**src/rtl/div_unit_if.sv**
```systemverilog
// Execute-stage <-> divider handshake: operands/control in, stall/ready/result out.
interface div_unit_if #(
  parameter int unsigned WIDTH = 32
);
  logic                 signed_i;
  logic [WIDTH-1:0]     dividend_i;
  logic [WIDTH-1:0]     divisor_i;
  logic                 start_i;
  logic                 annul_i;
  logic                 busy_o;
  logic                 ready_o;
  logic [2*WIDTH-1:0]   result_o;

  modport master (
    output signed_i, dividend_i, divisor_i, start_i, annul_i,
    input  busy_o, ready_o, result_o
  );

  modport slave (
    input  signed_i, dividend_i, divisor_i, start_i, annul_i,
    output busy_o, ready_o, result_o
  );
endinterface

```
**src/rtl/div_unit.sv**
```systemverilog
// Multi-cycle radix-2 restoring divider for MIPS DIV/DIVU; returns {remainder, quotient}
// for the HI/LO write, one bit per cycle on unsigned magnitudes with a final sign fix-up.
module div_unit #(
  parameter int unsigned WIDTH = 32
) (
  input logic        clk,
  input logic        rst,
  div_unit_if.slave  bus
);

  localparam int unsigned CW = $clog2(WIDTH + 1);

  typedef enum logic [1:0] {
    IDLE    = 2'd0,
    DIVZERO = 2'd1,
    DIVON   = 2'd2,
    DONE    = 2'd3
  } state_t;

  state_t               r_state;
  state_t               w_state_n;

  logic [CW-1:0]        r_cnt;
  logic [WIDTH-1:0]     r_rem;
  logic [WIDTH-1:0]     r_quo;
  logic [WIDTH-1:0]     r_div;
  logic                 r_neg_q;
  logic                 r_neg_r;
  logic [2*WIDTH-1:0]   r_result;

  logic                 w_accept;
  logic                 w_busy;
  logic                 w_ready;
  logic                 w_last;
  logic                 w_div_zero;
  logic                 w_ge;
  logic [WIDTH-1:0]     w_a_abs;
  logic [WIDTH-1:0]     w_b_abs;
  logic [WIDTH:0]       w_shift;
  logic [WIDTH-1:0]     w_diff;
  logic [WIDTH-1:0]     w_q_fix;
  logic [WIDTH-1:0]     w_r_fix;

  // Operand conditioning at start
  assign w_div_zero = (bus.divisor_i == '0);
  assign w_a_abs    = (bus.signed_i && bus.dividend_i[WIDTH-1]) ? -bus.dividend_i
                                                                : bus.dividend_i;
  assign w_b_abs    = (bus.signed_i && bus.divisor_i[WIDTH-1])  ? -bus.divisor_i
                                                                : bus.divisor_i;

  // One restoring step: the partial remainder is always below the divisor, so the
  // stored remainder fits WIDTH bits; only the shifted trial value needs WIDTH+1.
  assign w_shift = {r_rem, r_quo[WIDTH-1]};
  assign w_ge    = (w_shift >= {1'b0, r_div});
  assign w_diff  = w_shift[WIDTH-1:0] - r_div;
  assign w_last  = (r_cnt == CW'(WIDTH - 1));

  assign w_q_fix = r_neg_q ? -r_quo : r_quo;
  assign w_r_fix = r_neg_r ? -r_rem : r_rem;

  always_ff @(posedge clk) begin
    if (rst) begin
      r_state <= IDLE;
    end else begin
      r_state <= w_state_n;
    end
  end

  always_comb begin
    w_state_n = r_state;
    w_accept  = 1'b0;
    w_busy    = 1'b0;
    w_ready   = 1'b0;
    unique case (r_state)
      IDLE: begin
        if (bus.start_i && !bus.annul_i) begin
          w_accept  = 1'b1;
          w_busy    = 1'b1;
          w_state_n = w_div_zero ? DIVZERO : DIVON;
        end
      end
      DIVZERO: begin
        w_busy    = 1'b1;
        w_state_n = bus.annul_i ? IDLE : DONE;
      end
      DIVON: begin
        w_busy = 1'b1;
        if (bus.annul_i) begin
          w_state_n = IDLE;
        end else if (w_last) begin
          w_state_n = DONE;
        end
      end
      DONE: begin
        w_ready   = !bus.annul_i;
        w_state_n = IDLE;
      end
      default: w_state_n = IDLE;
    endcase
  end

  always_ff @(posedge clk) begin
    if (rst) begin
      r_cnt    <= '0;
      r_rem    <= '0;
      r_quo    <= '0;
      r_div    <= '0;
      r_neg_q  <= 1'b0;
      r_neg_r  <= 1'b0;
      r_result <= '0;
    end else begin
      if (w_accept) begin
        r_cnt <= '0;
        r_rem <= '0;
        r_div <= w_b_abs;
        if (w_div_zero) begin
          r_quo   <= '0;
          r_neg_q <= 1'b0;
          r_neg_r <= 1'b0;
        end else begin
          r_quo   <= w_a_abs;
          r_neg_q <= bus.signed_i && (bus.dividend_i[WIDTH-1] ^ bus.divisor_i[WIDTH-1]);
          r_neg_r <= bus.signed_i && bus.dividend_i[WIDTH-1];
        end
      end else if (r_state == DIVON && !bus.annul_i) begin
        r_cnt <= r_cnt + CW'(1);
        r_rem <= w_ge ? w_diff : w_shift[WIDTH-1:0];
        r_quo <= {r_quo[WIDTH-2:0], w_ge};
      end
      if (w_ready) begin
        r_result <= {w_r_fix, w_q_fix};
      end
    end
  end

  // The fixed-up value is driven straight through during the ready cycle and held after.
  assign bus.busy_o   = w_busy;
  assign bus.ready_o  = w_ready;
  assign bus.result_o = w_ready ? {w_r_fix, w_q_fix} : r_result;

  a_cnt_range: assert property (@(posedge clk) disable iff (rst)
    (r_state == DIVON) |-> (r_cnt < CW'(WIDTH)));
  a_ready_not_busy: assert property (@(posedge clk) disable iff (rst)
    bus.ready_o |-> !bus.busy_o);

endmodule

```
**src/flat_wrapper.sv**
```systemverilog
// flat-port wrapper written by rule: the top's interface ports become plain ports
module div_unit_flat 
#(
  parameter int unsigned WIDTH = 32
)
  (clk, rst, bus_signed_i, bus_dividend_i, bus_divisor_i, bus_start_i, bus_annul_i, bus_busy_o, bus_ready_o, bus_result_o);
  div_unit_if #(.WIDTH(WIDTH)) bus_i ();
  input logic clk;
  input logic rst;
  input wire logic [$bits(bus_i.signed_i)-1:0] bus_signed_i;
  input wire logic [$bits(bus_i.dividend_i)-1:0] bus_dividend_i;
  input wire logic [$bits(bus_i.divisor_i)-1:0] bus_divisor_i;
  input wire logic [$bits(bus_i.start_i)-1:0] bus_start_i;
  input wire logic [$bits(bus_i.annul_i)-1:0] bus_annul_i;
  output wire logic [$bits(bus_i.busy_o)-1:0] bus_busy_o;
  output wire logic [$bits(bus_i.ready_o)-1:0] bus_ready_o;
  output wire logic [$bits(bus_i.result_o)-1:0] bus_result_o;
  assign bus_i.signed_i = bus_signed_i;
  assign bus_i.dividend_i = bus_dividend_i;
  assign bus_i.divisor_i = bus_divisor_i;
  assign bus_i.start_i = bus_start_i;
  assign bus_i.annul_i = bus_annul_i;
  assign bus_busy_o = bus_i.busy_o;
  assign bus_ready_o = bus_i.ready_o;
  assign bus_result_o = bus_i.result_o;
  div_unit #(.WIDTH(WIDTH)) u_core (.clk(clk), .rst(rst), .bus(bus_i));
endmodule
```
**config.mk**
```make
export PLATFORM = sky130hd
export DESIGN_NAME = div_unit_flat
export DESIGN_NICKNAME = d
export VERILOG_FILES = /design/src/rtl/div_unit_if.sv /design/src/rtl/div_unit.sv /design/src/flat_wrapper.sv
export SDC_FILE = /design/constraint.sdc
export NUM_CORES = 1
export LEC_CHECK = 0
export ABC_AREA = 1
export CAP_MARGIN = 30
export CORE_UTILIZATION = 43
export DETAILED_ROUTE_END_ITERATION = 6
export PLACE_DENSITY = 0.68
export SLEW_MARGIN = 40
export SYNTH_ARGS = -nofsm -noshare
export SYNTH_HDL_FRONTEND = slang
export SYNTH_SLANG_ARGS = --single-unit
```
**constraint.sdc**
```tcl
create_clock -name clk -period 3.9 [get_ports clk]
set_input_delay 0.39 -clock clk [delete_from_list [all_inputs] [get_ports clk]]
set_output_delay 0.39 -clock clk [all_outputs]
set_load 0.1 [all_outputs]
```
Word-level counts from Yosys, hierarchy flattened --
Cells that the tools add are included.
Operators by class: magnitude comparators 1, eq/ne operators 6, bitwise logic cells 1, add/subtract/negate cells 6, multiplexer cells 21, reduce and logical (&&, ||, !) cells 12
Operator list (count):
- 32-bit two-way mux | 8
- 32-bit negator | 4
- 64-bit two-way mux | 1
- 33-bit by 32-bit >= comparator with 1-bit output | 1
- 32-bit zero test | 1
- 32-bit subtractor | 1
- 2-bit two-way mux | 5
- 2-bit case mux with 4 select lines | 1
- 6-bit by 1-bit adder with 6-bit output (second input constant) | 1
- 6-bit by 5-bit == test with 1-bit output (second input constant) | 1
- 1-bit logical AND | 5
- 1-bit two-way mux | 5
- 2-bit == test (second input constant) | 2
- 2-bit OR reduction | 2
- 3-bit by 2-bit inequality test with 1-bit output (second input constant) | 1
- 2-bit by 1-bit == test with 1-bit output (second input constant) | 1
- 2-bit zero test | 1
- 2-bit by 1-bit inequality test with 1-bit output (second input constant) | 1
- 1-bit case mux with 2 select lines | 1
- 2-bit AND reduction | 1
- 2-bit nonzero test | 1
- 1-bit zero test | 1
- 1-bit bitwise XOR | 1
Storage, ports and cells: output and inout bits 66, logic and storage cells 55, bits of input ports 69, flip-flop bits (word level) 170

Logic depth before layout (Yosys ltp) --
depth in word-level cells 5, gate-level depth with buffers 17, gate-level depth less buffers 16

Worst setup path before layout --
No wires, ideal clock.
path type reg2out, from register u_core.r_state[1], to output bus_result_o[0], path slack 914 ps, cell stages (with the launch flop) 7, buffers on the path 1, data arrival time 2596 ps, data required time 3510 ps, cells stage by stage dfxtp_1 ha_1 nand2_1 inv_2 clkbuf_1 nand2_1 nand2_1
Between the ends: word-level cells in the longest chain between the ends 3
RTL lines:
- start: declaration | line div_unit.sv:20 | state_t r_state;
- start signal: assignment | line div_unit.sv:65 | r_state <= w_state_n;
- 2-bit == test | line div_unit.sv:74 | unique case (r_state)
- 1-bit two-way mux | line div_unit.sv:74
- named net bus_ready_o | line flat_wrapper.sv:16 | output wire logic [$bits(bus_i.ready_o)-1:0] bus_ready_o;
- 64-bit two-way mux | line div_unit.sv:139 | assign bus.result_o = w_ready ? {w_r_fix, w_q_fix} : r_result;
- end: declaration | line flat_wrapper.sv:17 | output wire logic [$bits(bus_i.result_o)-1:0] bus_result_o;
The timed path passes the listed nets, and every way through them passes these cells.

Worst setup path after layout --
from register u_core.r_rem[0], to output bus_result_o[60]
Between the ends: word-level cells in the longest chain between the ends 3
RTL lines:
- start: declaration | line div_unit.sv:24 | logic [WIDTH-1:0] r_rem;
- start signal: assignment | line div_unit.sv:127 | r_rem <= w_ge ? w_diff : w_shift[WIDTH-1:0];
- 32-bit negator | line div_unit.sv:59 | assign w_r_fix = r_neg_r ? -r_rem : r_rem;
- 32-bit two-way mux | line div_unit.sv:59
- 64-bit two-way mux | line div_unit.sv:139
Every way passes these cells.

==> qor.csv <==
stage,metric,value,unit
run_status,run status,completed,
critical_path,startpoint types,flip-flop,
worst_hold_path,hold endpoint,u_core.r_div[27],
yosys,cell taking the most area after synthesis,dfxtp_1,
floorplanning,Row Count,64,
critical_path,CP max stage delay,0.38,ns
critical_path,FF-to-FF Start,u_core.r_rem[7],
global_route,vias in the first global route,13600,
finish,diode count,0,
floorplanning,die area,0.0320,mm²
floorplanning,initial core utilization,43.9,%
critical_path,CP endpoint kind,primary output,
drt,Final ANT Viol Nets,0,
finish,Fillers,3120,
clock_network,post-CTS sizing,0,
drt,1st-iter DRT viols,1259,
drt,# DRC,0,
critical_path,Worst path most repeated cell,inv_1,
clock_network,clk root buf,clkbuf_16,
yosys,most frequent cell after synthesis,nand2_1,
yosys,cells after synthesis,2281,
finish,footprint of the multi-input gates,0.00843,mm²
yosys,Post-Synth Simple-Gate Area,41.5,%
drt,Pre-antenna DRT Iters,5,
global_route,largest net degree at the start of global routing,67,
drt,via count,14800,
yosys,post-synthesis mux area share,0,%
yosys,Compound-Gate Fraction of Synth Area,12.8,%
flow_run,maxcap violations,0,
sta,relative max-transition margin,49.0,%
drt,Routed wire per std cell,16.6,µm
floorplanning,IO Pins,135,
global_route,global-route wire length before repair,72300,µm
yosys,Syn Nets,2393,
yosys,adder-cell area share of the yosys netlist,4.05,%
sta,final slew viol count,0,
finish,final net count,2482,
sta,FMAX,0.312,GHz
critical_path,flop2flop setup slack,1.09,ns
clock_network,count of clock tree sinks,170,
global_route,grt ovf,0,
yosys,Cell variety after synth,52,
critical_path,crit path cell chain,inv_1 > ha_1 > inv_1 > nor3_1 > inv_1 > nor2_1 > nand3_1 > nand2_1 > nand2_1 > nand2_1 > o21ai_0 > o21ai_0 > inv_1 > buf_12,
yosys,xor/xnor cell area share of the yosys netlist,4.17,%
yosys,Post-Syn Area,0.0135,mm²
sta,Hold Fails Final Rpt,0,
sta,fin crit period,3.20,ns
worst_hold_path,Worst Hold Class,primary input to flip-flop,
finish,register area,0.00340,mm²
finish,Non-Filler Instances,2779,
yosys,sequential share of the synthesized area,25.3,%
drt,post-DR vias/cell,5.31,
critical_path,"CP delay by family, top",simple AND/OR/NAND/NOR gates,
clock_network,TritonCTS clock tree,yes,
floorplanning,chip height,179,µm
sta,RSZ-0062 raised after global routing,no,
clock_network,CTS H-tree lvls,4,
placement,DPL Wire Length,37500,µm
sta,Final WS setup,0.696,ns
yosys,"EDFF count, synth",0,
finish,synth-to-layout area growth,20.9,%
sta,period utilization,82.2,%
placement,IO Port Bufs,134,
yosys,Post-synth top cells,"nand2_1, inv_1, nand3_1, nor2_1, dfxtp_1",
yosys,"top cells by area, synth","dfxtp_1, nand2_1, inv_1",
global_route,initial antenna violation count,0,
critical_path,R2R Path End,u_core.r_quo[0],
floorplanning,die width,179,µm
placement,"worst slack, placed",0.981,ns
placement,GP Congestion,0.960,
critical_path,crit path buf inv count,5,
yosys,Synth Area per Inst,5.90,µm²
yosys,Yosys reg bits,170,
worst_hold_path,Min-Delay Path Depth,4,
floorplanning,CORE AREA,0.0307,mm²
sta,Worst-Margin Slew,0.764,ns
sta,Clock Skew,0.0130,ns
clock_network,total CTS buffers,17,
sta,Hold Slack,0.454,ns
sta,aggregate negative setup slack,0,ns
yosys,main combinational cell family by area after synthesis,simple AND/OR/NAND/NOR gates,
global_route,GRT Util Overall,29.2,%
yosys,ys flop type,dfxtp_1,
clock_network,Worst-Skew Late Latency,0.44,ns
clock_network,Hold Buf Count CTS,0,
sta,Final setup viols,0,
drt,Routed WL,46200,µm
worst_hold_path,Worst Min Path Start,rst,
clock_network,Post-CTS Setup Inserts,0,
clock_network,Clock Path Buffers,2,
critical_path,CP max-delay cell,dfxtp_1,
finish,share of layout cells above drive strength 1,8.81,%
yosys,asr flop ratio synth,0,%
critical_path,data required time of the critical path,3.51,ns
yosys,yosys warns,0,
critical_path,Worst Path Max Fanout,5,
critical_path,r2r worst-path depth,15,
critical_path,WP data arrival,2.81,ns
clock_network,"Clk pin slew, worst setup/hold paths",0.07,ns
yosys,Yosys top cell area share,25.3,%
placement,# placed instances,2747,
critical_path,Setup CP Type,flip-flop to primary output,
## state kept, by name, indices dropped and copies added (netlist names)
signal and flops:
u_core.r_neg_r 1, u_core.r_quo 32, u_core.r_result 64, u_core.r_state 2, u_core.r_rem 32, u_core.r_div 32, u_core.r_cnt 6, u_core.r_neg_q 1
## layout make-up
class                           count  area share (%)
Clock buffer                       17            2.62
Clock inverter                     15           0.923
Inverter                          333            7.70
Multi-Input combinational cell   1698            51.9
Sequential cell                   170            20.9
Tap cell                          396            3.05
Timing Repair Buffer              150            12.9
## metal layers
layer	track usage, %	wire (µm)	vias up
met1	39.8	21400	6734
met3	2.95	2370	55
li1	-	-	7491
met5	0	0	-
met4	7.84	1070	0
met2	48.7	21400	470
## worst min-delay path: cells and delay by family
kind / cells / cell delay (ns)
AND/OR/NAND/NOR: 2 / 0.21
buffers and inverters: 1 / 0.19
AO/OA/AOI/OAI: 1 / 0.05
## cells in the final DEF, fill, tap and decap left out, drive strengths merged, types with 2 or more instances in the layout
master,instances
a21o,3
o2111ai,6
xor2,39
o32ai,6
o21bai,2
o21a,3
nor3,34
nand3,244
ha,42
o211ai,4
dfxtp,170
inv,335
nor2,213
nand2,680
nand4,45
clkinv,12
o22ai,11
buf,83
nand3b,10
and2,5
o21ai,127
clkbuf,17
nor4,5
or2,29
xnor2,25
clkdlybuf4s50,67
and3,2
nor3b,3
a21oi,153
## how the worst max path moves through the flow
| stage | endpoint | slack [ns] | cells past startpoint | startpoint |
|---|---|---|---|---|
| after floorplan | bus_result_o[0] | 0.91 | 6 | u_core.r_state[1] |
| after global placement | u_core.r_quo[0] | 0.72 | 10 | bus_annul_i |
| after detailed placement | u_core.r_quo[28] | 0.98 | 10 | bus_divisor_i[0] |
| after CTS | bus_result_o[62] | 0.77 | 14 | u_core.r_rem[0] |
| after global routing | bus_result_o[62] | 0.52 | 15 | u_core.r_rem[0] |
| final | bus_result_o[60] | 0.70 | 14 | u_core.r_rem[0] |
## through the flow
stage          utilization (%)  area, µm²
6_report                  53.0      16300
5_1_grt                   53.0      16300
4_1_cts                   53.0      16300
3_5_place_dp              51.1      15700
3_3_place_gp              51.1      15700
2_1_floorplan                -      13500
## cell families after synthesis
logic type	Yosys count
adder cells (fa/ha/maj)	43
XOR/XNOR	64
buffers and inverters	413
flip-flops	170
AO/OA/AOI/OAI	320
AND/OR/NAND/NOR	1271
Power is not shown: default switching activity piles up to over one toggle a cycle in this logic, so the estimate is an artifact.
